File: config.mk
export PLATFORM = sky130hd
export DESIGN_NAME = preif_stage
export DESIGN_NICKNAME = d
export VERILOG_FILES = /design/src/rtl/preif_stage_pkg.sv /design/src/rtl/preif_addr_xlate.sv /design/src/rtl/preif_stage.sv
export SDC_FILE = /design/constraint.sdc
export NUM_CORES = 1
export LEC_CHECK = 0
export ABC_AREA = 1
export CORE_ASPECT_RATIO = 0.6
export CORE_UTILIZATION = 59
export DETAILED_ROUTE_END_ITERATION = 12
export DONT_BUFFER_PORTS = 1
export PLACE_DENSITY = 0.8
export SLEW_MARGIN = 20
export SYNTH_ARGS = -nofsm -noshare
export SYNTH_HDL_FRONTEND = slang
export SYNTH_SLANG_ARGS = --single-unit
File: constraint.sdc
create_clock -name clk -period 2.1 [get_ports clk]
set_input_delay 0.105 -clock clk [delete_from_list [all_inputs] [get_ports clk]]
set_output_delay 0.105 -clock clk [all_outputs]
set_load 0.01 [all_outputs]
File: src/rtl/preif_stage_pkg.sv
// Shared definitions for the pre-IF stage.
//   PF_TO_FS_BUS_WD : width of the pre-IF -> IF hand-off bus
//   EXC_CODE_*      : fetch exception codes carried on the bus
//   PC_RESET_DEFAULT: first fetch address after reset
//   pf_bus_t        : field layout of the pre-IF -> IF bus
//   is_unmapped     : true for kseg0/kseg1 (direct-mapped) addresses
package preif_stage_pkg;

    localparam int          PF_TO_FS_BUS_WD  = 71;
    localparam logic [31:0] PC_RESET_DEFAULT = 32'hbfc0_0000;
    localparam logic [4:0]  EXC_CODE_ADEL    = 5'h04;
    localparam logic [4:0]  EXC_CODE_TLBL    = 5'h02;
    localparam logic [4:0]  EXC_CODE_NONE    = 5'h00;

    typedef struct packed {
        logic        tlb_refill;
        logic [31:0] badvaddr;
        logic        has_ex;
        logic [4:0]  ex_type;
        logic [31:0] pc;
    } pf_bus_t;

    function automatic logic is_unmapped(input logic [31:0] vaddr);
        return vaddr[31:30] == 2'b10;
    endfunction

endpackage

File: src/rtl/preif_addr_xlate.sv
// Combinational fetch-address translation.
//   vaddr      in   virtual fetch address
//   tlb_found  in   TLB hit
//   tlb_v      in   TLB entry valid bit
//   tlb_pfn    in   TLB physical frame number
//   paddr      out  physical address
//   has_ex     out  fetch raises an exception
//   ex_type    out  exception code (0 when none)
//   tlb_refill out  TLB exception is a refill (miss) rather than invalid
module preif_addr_xlate
    import preif_stage_pkg::*;
#(
    parameter logic [4:0] EXC_ADEL = EXC_CODE_ADEL,
    parameter logic [4:0] EXC_TLBL = EXC_CODE_TLBL
) (
    input  logic [31:0] vaddr,
    input  logic        tlb_found,
    input  logic        tlb_v,
    input  logic [19:0] tlb_pfn,
    output logic [31:0] paddr,
    output logic        has_ex,
    output logic [4:0]  ex_type,
    output logic        tlb_refill
);

    always_comb begin
        paddr      = {tlb_pfn, vaddr[11:0]};
        has_ex     = 1'b0;
        ex_type    = EXC_CODE_NONE;
        tlb_refill = 1'b0;

        if (is_unmapped(vaddr)) begin
            paddr = {3'b000, vaddr[28:0]};
        end

        // Misalignment masks any TLB fault on the same address.
        if (vaddr[1:0] != 2'b00) begin
            has_ex  = 1'b1;
            ex_type = EXC_ADEL;
        end else if (!is_unmapped(vaddr) && !(tlb_found && tlb_v)) begin
            has_ex     = 1'b1;
            ex_type    = EXC_TLBL;
            tlb_refill = !tlb_found;
        end
    end

endmodule

File: src/rtl/preif_stage.sv
// Pre-IF stage: owns the fetch PC, picks the next fetch address, translates
// it and issues one I-cache request per instruction; hands {pc, exception
// info} to if_stage.
//   clk, reset                 clock, async active-high reset
//   br_valid/br_target         ID redirect pulse and target
//   br_stall                   ID branch unresolved, hold issue
//   fs_ex/ex_target            exception flush pulse and entry PC
//   fs_cancel_in/cancel_target eret/refetch flush pulse and PC
//   fs_allowin                 if_stage can accept
//   to_fs_valid/preif_to_fs_bus hand-off to if_stage
//   tlb_vaddr/tlb_found/tlb_v/tlb_pfn  TLB lookup
//   inst_cache_valid/addr/addr_ok      I-cache request handshake
module preif_stage
    import preif_stage_pkg::*;
#(
    parameter logic [31:0] RESET_PC = PC_RESET_DEFAULT,
    parameter logic [4:0]  EXC_ADEL = EXC_CODE_ADEL,
    parameter logic [4:0]  EXC_TLBL = EXC_CODE_TLBL
) (
    input  logic                       clk,
    input  logic                       reset,
    input  logic                       br_valid,
    input  logic [31:0]                br_target,
    input  logic                       br_stall,
    input  logic                       fs_ex,
    input  logic [31:0]                ex_target,
    input  logic                       fs_cancel_in,
    input  logic [31:0]                cancel_target,
    input  logic                       fs_allowin,
    output logic                       to_fs_valid,
    output logic [PF_TO_FS_BUS_WD-1:0] preif_to_fs_bus,
    output logic [31:0]                tlb_vaddr,
    input  logic                       tlb_found,
    input  logic                       tlb_v,
    input  logic [19:0]                tlb_pfn,
    output logic                       inst_cache_valid,
    output logic [31:0]                inst_cache_addr,
    input  logic                       inst_cache_addr_ok
);

    logic [31:0] pc;
    logic [31:0] pend_target;
    logic        br_pend;
    logic        reset_state;
    logic        ex_sent;
    logic [31:0] fetch_addr;
    logic [31:0] paddr;
    logic        has_ex;
    logic [4:0]  ex_type;
    logic        tlb_refill;
    logic        flush;
    logic        issue_ok;
    logic        ex_accept;
    pf_bus_t     bus;

    assign flush = fs_ex | fs_cancel_in;

    always_comb begin
        fetch_addr = pc;
        if (fs_ex)             fetch_addr = ex_target;
        else if (fs_cancel_in) fetch_addr = cancel_target;
        else if (br_valid)     fetch_addr = br_target;
        else if (br_pend)      fetch_addr = pend_target;
    end

    preif_addr_xlate #(
        .EXC_ADEL (EXC_ADEL),
        .EXC_TLBL (EXC_TLBL)
    ) u_xlate (
        .vaddr      (fetch_addr),
        .tlb_found  (tlb_found),
        .tlb_v      (tlb_v),
        .tlb_pfn    (tlb_pfn),
        .paddr      (paddr),
        .has_ex     (has_ex),
        .ex_type    (ex_type),
        .tlb_refill (tlb_refill)
    );

    // reset_state is set asynchronously, so it also masks requests while
    // reset is held and for the first cycle after release.
    assign issue_ok         = ~reset_state & ~flush & ~br_stall & fs_allowin;
    assign inst_cache_valid = issue_ok & ~has_ex;
    assign inst_cache_addr  = paddr;
    assign tlb_vaddr        = fetch_addr;

    // An excepting PC goes to if_stage once, without a cache request.
    assign ex_accept   = issue_ok & has_ex & ~ex_sent;
    assign to_fs_valid = (inst_cache_valid & inst_cache_addr_ok) | ex_accept;

    always_comb begin
        bus.tlb_refill = tlb_refill;
        bus.badvaddr   = has_ex ? fetch_addr : 32'h0;
        bus.has_ex     = has_ex;
        bus.ex_type    = ex_type;
        bus.pc         = fetch_addr;
    end
    assign preif_to_fs_bus = bus;

    always_ff @(posedge clk or posedge reset) begin
        if (reset) reset_state <= 1'b1;
        else       reset_state <= 1'b0;
    end

    always_ff @(posedge clk or posedge reset) begin
        if (reset) begin
            pc          <= RESET_PC;
            br_pend     <= 1'b0;
            pend_target <= 32'h0;
            ex_sent     <= 1'b0;
        end else if (flush) begin
            pc      <= fetch_addr;
            br_pend <= 1'b0;
            ex_sent <= 1'b0;
        end else if (to_fs_valid) begin
            // The excepting PC is parked in pc until WB flushes.
            pc      <= has_ex ? fetch_addr : fetch_addr + 32'd4;
            br_pend <= 1'b0;
            ex_sent <= has_ex;
        end else if (br_valid) begin
            br_pend     <= 1'b1;
            pend_target <= br_target;
        end
    end

endmodule

==> results by group, run 1 <==
Floorplan
  • Die X: approximately 130 um
  • # rows: 27
  • Chip height: ~78 um
  • IO Pins: 263
  • Initial core utilization: roughly three fifths

Global route
  • GRT Util Overall: between 80% and 90%
  • GR Overflow Total: 67
  • Largest net degree at the start of global routing: between 40 and 50

Run status
  • Tool Error: [ERROR GRT-0232] Routing congestion too high. Check the congestion heatmap in the GUI.
  • Status: did not finish
  • Failed at: global routing (5_1_grt)

Placement
  • RePlAce Congestion: 0.9856
  • # port buffers: 0
  • Cell count after placement: 1129
  • Post-DP HPWL: around 17000 um

Synthesis
  • Synth top area cells: dfrtp_1, nand2_1, buf_4
  • Synthesized instance count: 914
  • Post-synthesis sequential area ratio: a little under 30%
  • Yosys reg bits: 67
  • Netlist cell types: 41
  • Post-Syn Area: 5712 sq um
  • Syn Area/Cell: 6.249 sq um
  • Ys flop type: dfrtp_1
  • Post-synth ARST share: 100.0%
  • Synth top cells by count: nand2_1, nor2_1, inv_1, o21ai_0, nand3_1
  • Count leader, synth: nand2_1
  • Area leader, netlist: dfrtp_1
  • Yosys warnings: 0
  • EDFF count, synth: 0
  • Synth top area share: 24.97%

CTS
  • Cts bufs inserted: 9
  • Clock Sinks: between 60 and 70
  • CTS root buffer: clkbuf_16
  • H-tree depth: 3
  • Clk buf depth: 2
per-layer routing:
| layer | global-route usage [%] | overflow |
|---|---|---|
| met5 | 58.82 | 1 |
| met4 | 81.88 | 29 |
| met3 | 75.26 | 2 |
| met1 | 88.02 | 8 |
| met2 | 96.92 | 27 |
cells by family after synthesis:
group           count (synthesis)  share of synthesized area (%)
simple gates                  507                          36.96
other cells                     1                        0.06565
compound gates                148                          14.85
flops                          67                          29.57
fa+ha+maj                       2                         0.4380
buf+inv                       183                          17.20
xor+xnor                        6                         0.9200
timing repair:
item                                   4_1_cts
setup buffers                               46
cloned                                       6
pin swaps                                   28
setup endpoints to repair                  112
hold buffers                                33
resized for setup                          167
endpoints found under the hold margin       52
stage by stage:
| step | TNS, ps | setup WS, ps | instance area (sq um) | utilization, % |
|---|---|---|---|---|
| after floorplan | 0 | 1.465 | 5752 | - |
| after global placement | -558.0 | -76.23 | 6708 | 72.20 |
| after detailed placement | -4393 | -161.3 | 6708 | 72.20 |
| after CTS | -7790 | -129.4 | 8290 | 89.24 |
==> inputs of run 2 (changes only) <==
- CORE_ASPECT_RATIO: 0.6 -> default
- CORE_UTILIZATION: 59 -> 40
- PLACE_DENSITY: 0.8 -> default
- PLACE_DENSITY_LB_ADDON: default -> 0.15
- clock period: 2.1 -> 2.7 ns (I/O delays scaled with it)
==> results by group, run 2 <==
Cells and area
  • Layout Area Growth over Synthesis: 17.13%
  • Regs by FF count: pc x32, pend_target x32
  • Fin cells: about 1100
  • Commonest non-fill, non-tap cell in the layout: nand2_1
  • # diodes: 0
  • Commonest non-fill, non-tap cells in the layout: nand2_1, nor2_1, buf_4
  • Share of cells above drive strength 1: 15.75%
  • Layout Nets: approximately 1100

Routing
  • Post-Route WL: between 15000 and 20000 um
  • Initial DRC count: 410
  • DR WL/cell: around 17 um
  • Vias per cell: 5.134
  • Remaining DRCs: 0
  • Drt pass-1 iters: 7
  • DRT antenna net count: 0
  • Vias: between 5000 and 6000

Synthesis
  • Syn Area/Cell: 6.249 sq um (unchanged)
  • Netlist cell types: 41 (unchanged)
  • Count leader, synth: nand2_1 (unchanged)
  • Synthesized instance count: 914 (unchanged)
  • Post-Syn Area: 5712 sq um (unchanged)
  • Ys flop type: dfrtp_1 (unchanged)
  • Post-synthesis sequential area ratio: 29.57% (unchanged)
  • Synth top cells by count: nand2_1, nor2_1, inv_1, o21ai_0, nand3_1 (unchanged)
  • EDFF count, synth: 0 (unchanged)
  • Yosys warnings: 0 (unchanged)
  • Synth top area cells: dfrtp_1, nand2_1, buf_4 (unchanged)
  • Synth top area share: 24.97% (unchanged)
  • Area leader, netlist: dfrtp_1 (unchanged)
  • Yosys reg bits: 67 (unchanged)
  • Post-synth ARST share: 100.0% (unchanged)

Global route
  • GRT Util Overall: roughly 27%
  • Vias in the first global route: 5624
  • GR Overflow Total: 0
  • First-pass GRT wire length: between 30000 and 40000 um
  • Largest net degree at the start of global routing: 45
  • Antenna violations before repair: 0

Critical path
  • Worst path cell trace: inv_2 > buf_4 > nand2_1 > nand3_1 > nand2_1 > nand2_2 > nor2_4 > nand2_4 > inv_1 > buf_4 > nor2_1 > buf_4
  • CP max stage delay: between 400 and 500 ps
  • Critical path class: reg2out
  • Critical Path AT: approximately 2400 ps
  • CP endpoint kind: primary output
  • Critical path's slowest cell: dfrtp_2
  • Crit path max fanout: 19
  • WP data required: about 2600 ps
  • Most common cell on crit path: buf_4
  • CP Launch Type: flop

Floorplan
  • Die Area: between 10000 and 15000 sq um
  • Initial core utilization: 41.15% (was 61.48%)
  • Chip height: 121.5 um (was 78.22 um)
  • IO Pins: 263 (unchanged)
  • Core Area: 13880 sq um
  • # rows: 43 (was 27)
  • Die X: 121.5 um (was 129.0 um)

Timing
  • Clock skew: roughly 11 ps
  • Worst Max-Slew Pin Slew: 759.1 ps
  • Final count of negative-setup-slack endpoints: 0
  • Setup TNS: 0 ps
  • Max Slew Vio Count: 0
  • Slew HR: about half
  • RSZ-0062 raised after global routing: false
  • Final period util: 92.24%
  • Tmin final: ~2500 ps
  • Max Clock Freq: ~400 MHz
  • Fin. Hold Viols: 0

CTS
  • Clock Sinks: 67 (unchanged)
  • Clock-pin slew of the registers on the worst-case setup and hold paths: 50 ps
  • H-tree depth: 3 (unchanged)
  • Clk Latency, worst-skew pair: between 300 and 400 ps
  • CTS tree: done
  • Clk buf depth: 2 (unchanged)
  • CTS root buffer: clkbuf_16 (unchanged)
  • Cts bufs inserted: 9 (unchanged)

Placement
  • # port buffers: 0 (unchanged)
  • Post-DP HPWL: 14700 um (was 16800 um)
  • RePlAce Congestion: 0.9338 (was 0.9856)
  • Cell count after placement: 1097 (was 1129)

Min path
  • HP Class: in2reg

Power and ir drop
  • Worst VDD drop: roughly 0.24 mV
  • Pleak: between 3 and 4 nW
  • Pwr per Cell Area: between 500 and 600 nW/um^2

Flow run
  • Max-Cap Viols: 0

Run status
  • Status: finished clean (was did not finish)
==> run 2: cell counts after synthesis <==
Identical to the previous run, type by type.
==> run 2: critical path, delay by kind of cell, from the launching register on <==
kind,cells,cell delay [ps]
buf+inv,5,840
flops,1,440
simple gates,7,760
==> run 2: area by class of cell <==
cell class,instances,area [sq um]
fill,1513,7191
multi-input combinational,667,3052
sequential,67,1690
timing repair buffer,124,1086
inverter,91,341.6
clock buffer,11,242.7
tap,180,225.2
clock inverter,5,52.55
==> run 2: worst paths after layout <==
| path | from | end | slack, ps | depth (start not counted) |
|---|---|---|---|---|
| min in group asynchronous | reset | pend_target[31] | 400 | 2 |
| setup / recovery | br_pend | preif_to_fs_bus[68] | 210 | 12 |
| max in group asynchronous | reset | pc[27] | 1580 | 3 |
| hold / removal | br_target[30] | pend_target[30] | 60 | 3 |
| hold reg to reg | pc[31] | pc[31] | 470 | 2 |
| setup reg to reg | br_pend | pc[22] | 240 | 15 |
==> run 2: logic make-up after synthesis <==
logic type	synth area share (%)
AO/OA/AOI/OAI	14.85
XOR/XNOR	0.9200
adder cells (fa/ha/maj)	0.4380
buffers and inverters	17.20
flip-flops	29.57
other	0.06565
AND/OR/NAND/NOR	36.96
==> run 2: timing repair <==
action / 4_1_cts / 5_1_grt
hold buffers: 32 / 0
gates resized for setup: 0 / 1
setup buffers: 0 / 0
endpoints found under the setup margin: 0 / 35
endpoints found under the hold margin: 62 / 0
==> run 2: power by group <==
group | leakage, nW | internal (mW) | switching (mW)
logic | 2.45 | 0.399 | 0.695
registers | 0.807 | 1.16 | 0.0624
clock network | 0.145 | 0.735 | 0.454
==> run 2: metrics by stage <==
stage	cell area, sq um	setup WS (ps)	utilization (%)	hold slack [ps]	power (mW)
floorplan	5723	413.5	-	251.8	2.008
global placement	6073	240.8	43.75	196.4	2.287
detailed placement	6073	223.3	43.75	189.8	2.289
CTS	6689	133.7	48.19	56.35	3.520
global route	6690	7.133	48.20	71.77	3.710
finish	6690	209.6	48.20	56.18	3.505
==> run 2: metal layers <==
layer,global-route usage [%],vias up,wire [um]
met3,5.028,22,1357
met5,0,-,0
met1,37.05,2715,8837
met2,44.71,208,9295
li1,-,2933,-
met4,7.639,0,328
Power figures use the tool's default switching activity.
==> inputs of run 3 (changes only) <==
- CORE_UTILIZATION: 40 -> 28
==> results by group, run 3 (synthesized netlist as in run 2, its figures left out) <==
Placement
  • # port buffers: 0 (unchanged)
  • RePlAce Congestion: 0.8567 (was 0.9338)
  • Post-DP HPWL: 16450 um (was 14700 um)
  • Pre-CTS setup slack: 176.4 ps (was 223.3 ps)

Critical path
  • Critical path class: reg2reg (was reg2out)
  • Critical Path AT: 2750 ps (was 2360 ps)
  • Crit path max fanout: 28 (was 19)
  • WP data required: 2930 ps (was 2570 ps)
  • CP Launch Type: flop (unchanged)
  • CP endpoint kind: flop (was primary output)

Timing
  • Tmin final: 2523 ps (was 2490 ps)
  • Max Slew Vio Count: 0 (unchanged)
  • Max Clock Freq: 396.4 MHz (was 401.5 MHz)
  • RSZ-0062 raised after global routing: true (was false)
  • Fin Hold WS: 30.34 ps (was 56.18 ps)
  • Final period util: 93.43% (was 92.24%)
  • Slew HR: 65.22% (was 49.32%)
  • Fin. Hold Viols: 0 (unchanged)
  • Worst Max-Slew Pin Slew: 519.8 ps (was 759.1 ps)
  • Final count of negative-setup-slack endpoints: 0 (unchanged)
  • Clock skew: 7.981 ps (was 11.37 ps)
  • Worst Slack Setup Final: 177.4 ps (was 209.6 ps)
  • Setup TNS: 0 ps (unchanged)

Power and ir drop
  • Worst VDD drop: 0.3329 mV (was 0.2355 mV)
  • Pleak: 3.414 nW (was 3.398 nW)
  • Pwr per Cell Area: 528.1 nW/um^2 (was 523.9 nW/um^2)

Cells and area
  • Commonest non-fill, non-tap cell in the layout: nand2_1 (unchanged)
  • Regs by FF count: pc x32, pend_target x32 (unchanged)
  • Layout Area Growth over Synthesis: 19.67% (was 17.13%)
  • Sequential cell area: 1690 sq um (unchanged)
  • # diodes: 0 (unchanged)
  • Share of cells above drive strength 1: 16.20% (was 15.75%)
  • Layout Nets: 1092 (was 1088)
  • Fill cells: 2213 (was 1513)
  • Multi-input logic area: 3073 sq um (was 3052 sq um)
  • Commonest non-fill, non-tap cells in the layout: nand2_1, nor2_1, buf_4 (unchanged)

CTS
  • H-tree depth: 3 (unchanged)
  • Clock-pin slew of the registers on the worst-case setup and hold paths: 60 ps (was 50 ps)
  • CTS tree: done (unchanged)
  • Cts bufs inserted: 9 (unchanged)
  • Clock Sinks: 67 (unchanged)
  • CTS root buffer: clkbuf_16 (unchanged)
  • Clk buf depth: 2 (unchanged)
  • Clk Latency, worst-skew pair: 340 ps (about the same)

Routing
  • Initial DRC count: 393 (was 410)
  • DRT antenna net count: 0 (unchanged)
  • Vias: 5878 (unchanged)
  • Drt pass-1 iters: 5 (was 7)
  • Vias per cell: 4.763 (was 5.134)
  • Post-Route WL: 21810 um (was 19820 um)
  • DR WL/cell: 17.67 um (was 17.31 um)
  • Remaining DRCs: 0 (unchanged)

Global route
  • GR Overflow Total: 0 (unchanged)
  • Vias in the first global route: 5697 (was 5624)
  • First-pass GRT wire length: 32790 um (was 30720 um)
  • Largest net degree at the start of global routing: 67 (was 45)
  • Antenna violations before repair: 0 (unchanged)
  • GRT Util Overall: 21.22% (was 27.48%)

Floorplan
  • Die Area: 20970 sq um (was 14760 sq um)
  • Chip height: 144.8 um (was 121.5 um)
  • Core Area: 19720 sq um (was 13880 sq um)
  • Initial core utilization: 28.97% (was 41.15%)
  • # rows: 51 (was 43)
  • IO Pins: 263 (unchanged)
  • Die X: 144.8 um (was 121.5 um)

Flow run
  • Max-Cap Viols: 0 (unchanged)

Run status
  • Status: finished clean (unchanged)

Min path
  • HP Class: in2reg (unchanged)
## run 3: cell count changes in the layout (fill, tap and decap cells not counted), sizes merged
| cell | delta |
|---|---|
| buf | +4 |
| inv | -1 |
| bufinv | +1 |
| clkinv | -1 |
| clkinvlp | +1 |
## run 3: routing by layer
layer,part of all wire (%),vias up,global-route usage (%),routed length [um]
met4,0.96,0,5.374,210
met5,0,-,0,0
met1,44,2747,27.54,9680
li1,-,2944,-,-
met2,50,173,36.36,10820
met3,5.0,14,3.521,1096
## run 3: final timing paths
| path | cells past startpoint | endpoint | slack (ps) | start |
|---|---|---|---|---|
| max in group asynchronous | 3 | pc[31] | 1990 | reset |
| worst min-delay path | 3 | pend_target[30] | 30 | br_target[30] |
| min in group asynchronous | 2 | reset_state | 280 | reset |
| worst max-delay path | 15 | pc[21] | 180 | br_pend |
| worst max register to register | 15 | pc[21] | 180 | br_pend |
| worst min register to register | 2 | pc[31] | 470 | pc[31] |
## run 3: power by group
part | total, mW | leakage, nW | internal, mW | switching [mW]
sequential | 1.22 | 0.807 | 1.16 | 0.0626
clock | 1.28 | 0.150 | 0.807 | 0.474
combinational | 1.11 | 2.46 | 0.403 | 0.706
total | 3.61 | 3.41 | 2.37 | 1.24
## run 3: repair_timing
action / CTS / global route
gates resized for setup: 0 / 8
setup buffers: 0 / 2
endpoints found under the setup margin: 0 / 32
hold buffers: 32 / 0
hold endpoints to repair: 89 / 0
## run 3: area by class of cell
cell class	count	area share (%)
timing repair buffer	128	15.83
clock buffer	11	3.405
multi-input combinational	667	44.96
clock inverter	5	1.135
tap	265	4.851
sequential	67	24.73
inverter	91	5.089
## run 3: per-stage QoR
stage               area, sq um  cells  utilization, %  power, mW
global placement           6157   1184           31.23      2.309
floorplan                  5723    917               -      2.008
global route               6835   1234           34.67      3.842
CTS                        6788   1232           34.42      3.638
finish                     6835   1234           34.67      3.610
detailed placement         6157   1184           31.23      2.308
## run 3: critical path, cell delays in order (launching register included)
cell and delay [ps]:
dfrtp_2 450, buf_12 170, nand2_1 60, nand3_1 80
nand2_1 70, nand2_1 60, nand2_1 140, nand2_2 80
nand2_2 120, nand3_2 250, nor2_2 240, nand2_2 170
nor2_2 220, nand3_1 110, nand3_1 110, nand2_1 60
